--- config.mk ---
export PLATFORM = sky130hd
export DESIGN_NAME = mssb_tx_arb
export DESIGN_NICKNAME = d
export VERILOG_FILES = /design/src/rtl/mssb_tx_arb.sv
export SDC_FILE = /design/constraint.sdc
export NUM_CORES = 1
export LEC_CHECK = 0
export BUFFER_PORTS_ARGS = -buffer_cell sky130_fd_sc_hd__buf_2
export CAP_MARGIN = 5
export CORE_MARGIN = 3
export CORE_UTILIZATION = 39
export DETAILED_ROUTE_END_ITERATION = 12
export PLACE_DENSITY = 0.85
export SYNTH_ARGS = -nofsm -noshare
export SYNTH_HDL_FRONTEND = slang
export SYNTH_SLANG_ARGS = --single-unit
export TNS_END_PERCENT = 50
--- constraint.sdc ---
create_clock -name OPB_CLK -period 1.8 [get_ports OPB_CLK]
set_input_delay 0.27 -clock OPB_CLK [delete_from_list [all_inputs] [get_ports OPB_CLK]]
set_output_delay 0.27 -clock OPB_CLK [all_outputs]
set_load 0.01 [all_outputs]
--- src/rtl/mssb_tx_arb.sv ---
// mssb_tx_arb: round-robin arbiter granting one of three byte requesters the
// shared UART transmitter for a whole packet (until the owner's LAST byte is
// accepted).
// Build option: define MSSB_ARB_TIMEOUT_EN to compile in a stall watchdog that
// revokes a grant whose owner withholds its strobe for TIMEOUT_CYCLES cycles.
module mssb_tx_arb #(
   parameter logic [19:0] TIMEOUT_CYCLES = 20'd100000
) (
   input  logic       OPB_CLK,
   input  logic       OPB_RST,
   input  logic [7:0] REQ0_DATA,
   input  logic       REQ0_STB,
   input  logic       REQ0_LAST,
   output logic       REQ0_ACK,
   input  logic [7:0] REQ1_DATA,
   input  logic       REQ1_STB,
   input  logic       REQ1_LAST,
   output logic       REQ1_ACK,
   input  logic [7:0] REQ2_DATA,
   input  logic       REQ2_STB,
   input  logic       REQ2_LAST,
   output logic       REQ2_ACK,
   output logic [7:0] UART_DATA,
   output logic       UART_STB,
   input  logic       UART_ACK,
   input  logic       ERR_CLR,
   output logic [1:0] GRANT,
   output logic       BUSY,
   output logic       TIMEOUT_ERR
);

   typedef enum logic {StIdle = 1'b0, StXfer = 1'b1} state_e;

   state_e     state_q, state_d;
   logic [1:0] owner_q, owner_d;
   logic [1:0] ptr_q, ptr_d;
   logic [2:0] stb_vec;
   logic [1:0] pick;
   logic       own_stb, own_last;
   logic [7:0] own_data;
   logic       xfer, acc, timeout;

   // Next index modulo 3; keeps the pointer out of the unused value 3.
   function automatic logic [1:0] inc3(input logic [1:0] x);
      return (x == 2'd2) ? 2'd0 : x + 2'd1;
   endfunction

   assign stb_vec = {REQ2_STB, REQ1_STB, REQ0_STB};
   assign xfer    = (state_q == StXfer);

   // First requester with STB high, searching upward from the pointer.
   always_comb begin
      pick = 2'd0;
      case (ptr_q)
         2'd1:    pick = stb_vec[1] ? 2'd1 : (stb_vec[2] ? 2'd2 : 2'd0);
         2'd2:    pick = stb_vec[2] ? 2'd2 : (stb_vec[0] ? 2'd0 : 2'd1);
         default: pick = stb_vec[0] ? 2'd0 : (stb_vec[1] ? 2'd1 : 2'd2);
      endcase
   end

   // Select the current owner's byte, strobe and last flag.
   always_comb begin
      own_stb  = 1'b0;
      own_last = 1'b0;
      own_data = 8'h00;
      case (owner_q)
         2'd0:    begin own_stb = REQ0_STB; own_last = REQ0_LAST; own_data = REQ0_DATA; end
         2'd1:    begin own_stb = REQ1_STB; own_last = REQ1_LAST; own_data = REQ1_DATA; end
         2'd2:    begin own_stb = REQ2_STB; own_last = REQ2_LAST; own_data = REQ2_DATA; end
         default: ;
      endcase
   end

   // UART side and acknowledge routing; an ACK without a strobe is ignored.
   always_comb begin
      UART_STB  = xfer & own_stb;
      UART_DATA = xfer ? own_data : 8'h00;
      acc       = UART_STB & UART_ACK;
      REQ0_ACK  = acc & (owner_q == 2'd0);
      REQ1_ACK  = acc & (owner_q == 2'd1);
      REQ2_ACK  = acc & (owner_q == 2'd2);
      GRANT     = xfer ? owner_q : 2'b11;
      BUSY      = xfer;
   end

   // Grant FSM next state: hold the grant until LAST is accepted or a stall times out.
   always_comb begin
      state_d = state_q;
      owner_d = owner_q;
      ptr_d   = ptr_q;
      case (state_q)
         StIdle: begin
            if (|stb_vec) begin
               state_d = StXfer;
               owner_d = pick;
            end
         end
         StXfer: begin
            if ((acc && own_last) || timeout) begin
               state_d = StIdle;
               ptr_d   = inc3(owner_q);
            end
         end
         default: state_d = StIdle;
      endcase
   end

   // Grant FSM state, owner and round-robin pointer.
   always_ff @(posedge OPB_CLK or posedge OPB_RST) begin
      if (OPB_RST) begin
         state_q <= StIdle;
         owner_q <= 2'd0;
         ptr_q   <= 2'd0;
      end else begin
         state_q <= state_d;
         owner_q <= owner_d;
         ptr_q   <= ptr_d;
      end
   end

`ifdef MSSB_ARB_TIMEOUT_EN
   logic [19:0] cnt_q, cnt_d;
   logic        err_q, err_d;

   // Stall counter: counts granted cycles with the owner's strobe low.
   always_comb begin
      cnt_d   = cnt_q;
      timeout = 1'b0;
      if (!xfer || acc) begin
         cnt_d = 20'd0;
      end else if (!own_stb) begin
         if (cnt_q + 20'd1 == TIMEOUT_CYCLES) begin
            timeout = 1'b1;
            cnt_d   = 20'd0;
         end else begin
            cnt_d = cnt_q + 20'd1;
         end
      end
      // A timeout in the same cycle as ERR_CLR wins.
      err_d = timeout ? 1'b1 : (ERR_CLR ? 1'b0 : err_q);
   end

   // Stall counter and sticky error flag.
   always_ff @(posedge OPB_CLK or posedge OPB_RST) begin
      if (OPB_RST) begin
         cnt_q <= 20'd0;
         err_q <= 1'b0;
      end else begin
         cnt_q <= cnt_d;
         err_q <= err_d;
      end
   end

   assign TIMEOUT_ERR = err_q;
`else
   logic unused_err_clr;

   assign timeout        = 1'b0;
   assign TIMEOUT_ERR    = 1'b0;
   assign unused_err_clr = ERR_CLR;
`endif

endmodule

==> results.toml <==
[die]
rows = 14
fp.dieW_um = 46.8
die_h_um = 46.8
start_util = 0.422
dieArea_um2 = 2190
ios = 50
core-area_um2 = 1540

[run]
maxCapViolations = 0

[critical_path]
slowest_stage = "dfrtp_2"
required_ns = 1.53
arrival_ns = 1.40
r2r-end = "ptr_q[0]$_DFFE_PP0P_"
cp_max_fo = 6
r2r_setup_slack_ns = 0.25
path_class = "reg2out"
r2r-start = "owner_q[0]$_DFFE_PP0P_"
cp-end-kind = "output pin"
critPathLaunchType = "flop"
path_cells = "buf_4 -> mux2i_1 -> o21ai_0 -> and2_1 -> buf_2"
worst-r2r-cell-count = 4
cp_slowest_stage_delay_ns = 0.43

[clock_tree]
clk_latency_ns = 0.24
cts_root_buf = "clkbuf_4"
htreeDepth = 1
clk_pin_slew_worst_paths_ns = 0.05
clockBufferDepth = 2
numCtsBuffers = 3
clock-sinks = 5
cts_tree = "yes"

[logic_synthesis]
yosys_most_used_dff = "dfrtp_1"
netlist_top_cells_area = "dfrtp_1 19%, mux2i_1 15%, and2_1 9.6%"
async_flop_share = 1.00
netlist.area_leader.share = 0.192
ys_types = 26
syn_area_um2 = 651
syn_inst = 86
synth_enable_flop_cells = 0
ys_seq_area_frac = 0.192
synth_top_area_cell = "dfrtp_1"
ys_ff_latch = 5
avgSynthCellArea_um2 = 7.57
syn-num-nets = 122
yosys_warnings = 0
synth_common_cells = "10 x and2_1, 10 x mux2i_1, 9 x nand2_1, 9 x o21ai_0, 7 x nor2_1"

[cells_and_area]
final-seq-area_um2 = 126
multiInputGateArea_um2 = 463
diodes = 0
fillers = 121
final_layout_size_suffix_gt1_frac = 0.471
nets = 177
syn_to_final_growth_pct = 48.8
stdcell_count = 156
final_area_um2 = 968

[placed_design]
post_dp_cell_area_um2 = 908
gp_congestion = 0.803
dp.cells = 149
port_buffers = 47
dpl.hpwl_um = 1510
pre_cts_slack_ns = 0.178

[power_and_ir_drop]
leakagePower_uw = 0.000544
ir_drop_uv = 941
power_density_nw_per_um2 = 1500

[timing]
max_freq_mhz = 597
rsz0062_at_grt = "no"
skew_ns = 0.00392
finalSetupViolCount = 0
layout_min_cycle_time_ns = 1.67
setup_ws_ns = 0.125
final-hold-violation-count = 0
drv_slew = 0
fin_crit_sh = 0.930
setup-tns-final_ns = 0
holdWs_ns = 0.406

[hold_path]
holdCritStartpoint = "REQ2_STB"
hold-path-cell-count = 3
hold_path_class = "in2reg"
hold-path-endpoint = "owner_q[1]$_DFFE_PP0P_"

[grt]
antenna_found_initial = 0
overflow = 0
grt_pass1_vias = 684
grt_use_total = 0.175
grt_pass1_wl_um = 2740
grt_max_degree = 15

[routing]
vias = 791
first_iter_violations = 7
wl_met3_um = 148
antenna_left = 0
viasPerCell = 5.07
drt_pass1_iterations = 4
drt-met1-wl_um = 725
wl_um = 1820
route.detailed.wl_per_inst_um = 11.7
wl_met2_um = 947
drc = 0
routed.top_layer = "met3"

[run_status]
status = "complete, no violations"
-- per-stage QoR --
stage               utilization  total power (uW)
global route              0.628              1600
detailed placement        0.589              1280
CTS                       0.614              1430
global placement          0.589              1240
floorplan                     -               946
finish                    0.628              1450
-- cell type report --
class | count | share of cell area
clock buffer | 3 | 0.0233
inverter | 4 | 0.0155
sequential | 5 | 0.130
tap | 16 | 0.0207
timing repair buffer | 57 | 0.327
clock inverter | 1 | 0.00517
multi-input combinational | 70 | 0.478
-- registers in the layout, indices dropped and copies added (netlist names) --
signal   flops
ptr_q        2
BUSY         1
owner_q      2
-- power by group --
| part | internal, uW | switching, uW |
|---|---|---|
| sequential | 167 | 52.4 |
| combinational | 562 | 545 |
| clock | 80.4 | 47.7 |
-- timing repair --
action,CTS,global route
setup endpoints to repair,1,8
buffers inserted,0,2
hold endpoints to repair,5,0
hold buffers,1,0
gates resized for setup,1,2
-- critical path: cells and delay by family, from the launching register on --
| family | cells | cell delay (ns) |
|---|---|---|
| mux | 1 | 0.19 |
| simple gates | 1 | 0.15 |
| compound gates | 1 | 0.08 |
| flops | 1 | 0.43 |
| buf+inv | 2 | 0.31 |
-- routing by layer --
metal | vias up | track usage
met1 | 357 | 0.202
met5 | - | 0
met3 | 0 | 0.0230
met4 | 0 | 0.0663
li1 | 396 | -
met2 | 38 | 0.322
-- how the worst max path moves through the flow --
stage / end / slack, ns / from
6_report: UART_DATA[7] / 0.13 / owner_q[0]$_DFFE_PP0P_
5_1_grt: UART_DATA[4] / 0.02 / owner_q[0]$_DFFE_PP0P_
4_1_cts: UART_DATA[3] / 0.05 / owner_q[0]$_DFFE_PP0P_
3_5_place_dp: ptr_q[0]$_DFFE_PP0P_ / 0.18 / owner_q[0]$_DFFE_PP0P_
3_3_place_gp: ptr_q[0]$_DFFE_PP0P_ / 0.22 / owner_q[0]$_DFFE_PP0P_
2_1_floorplan: ptr_q[0]$_DFFE_PP0P_ / 0.32 / owner_q[1]$_DFFE_PP0P_
-- kinds of logic after synthesis --
kind of cell / synth area share
AO/OA/AOI/OAI: 0.154
adder cells (fa/ha/maj): 0.0385
buffers and inverters: 0.100
flip-flops: 0.192
multiplexers: 0.198
other: 0.00576
AND/OR/NAND/NOR: 0.312
-- cells in the final DEF, fill, tap and decap left out --
cell type	synthesis	final
nor3_1	1	1
a21o_1	1	1
o21ai_0	9	9
clkbuf_4	0	3
nand2b_1	5	5
clkinv_2	0	1
buf_4	2	8
a21oi_1	3	3
nor2_1	7	7
dlygate4sd3_1	0	1
dfrtp_2	0	1
inv_1	4	4
dfrtp_1	5	4
o22ai_2	1	1
a21boi_0	1	1
nor2b_2	0	1
mux2_4	1	1
buf_6	2	1
nand2_1	9	9
nor4_1	2	2
buf_2	1	47
nor3_2	1	1
mux2i_2	1	1
nand3b_1	2	2
ha_1	2	2
and2_1	10	10
conb_1	1	1
a31oi_1	2	2
mux2i_1	10	10
Note: power is estimated with default switching activity, not from simulation.
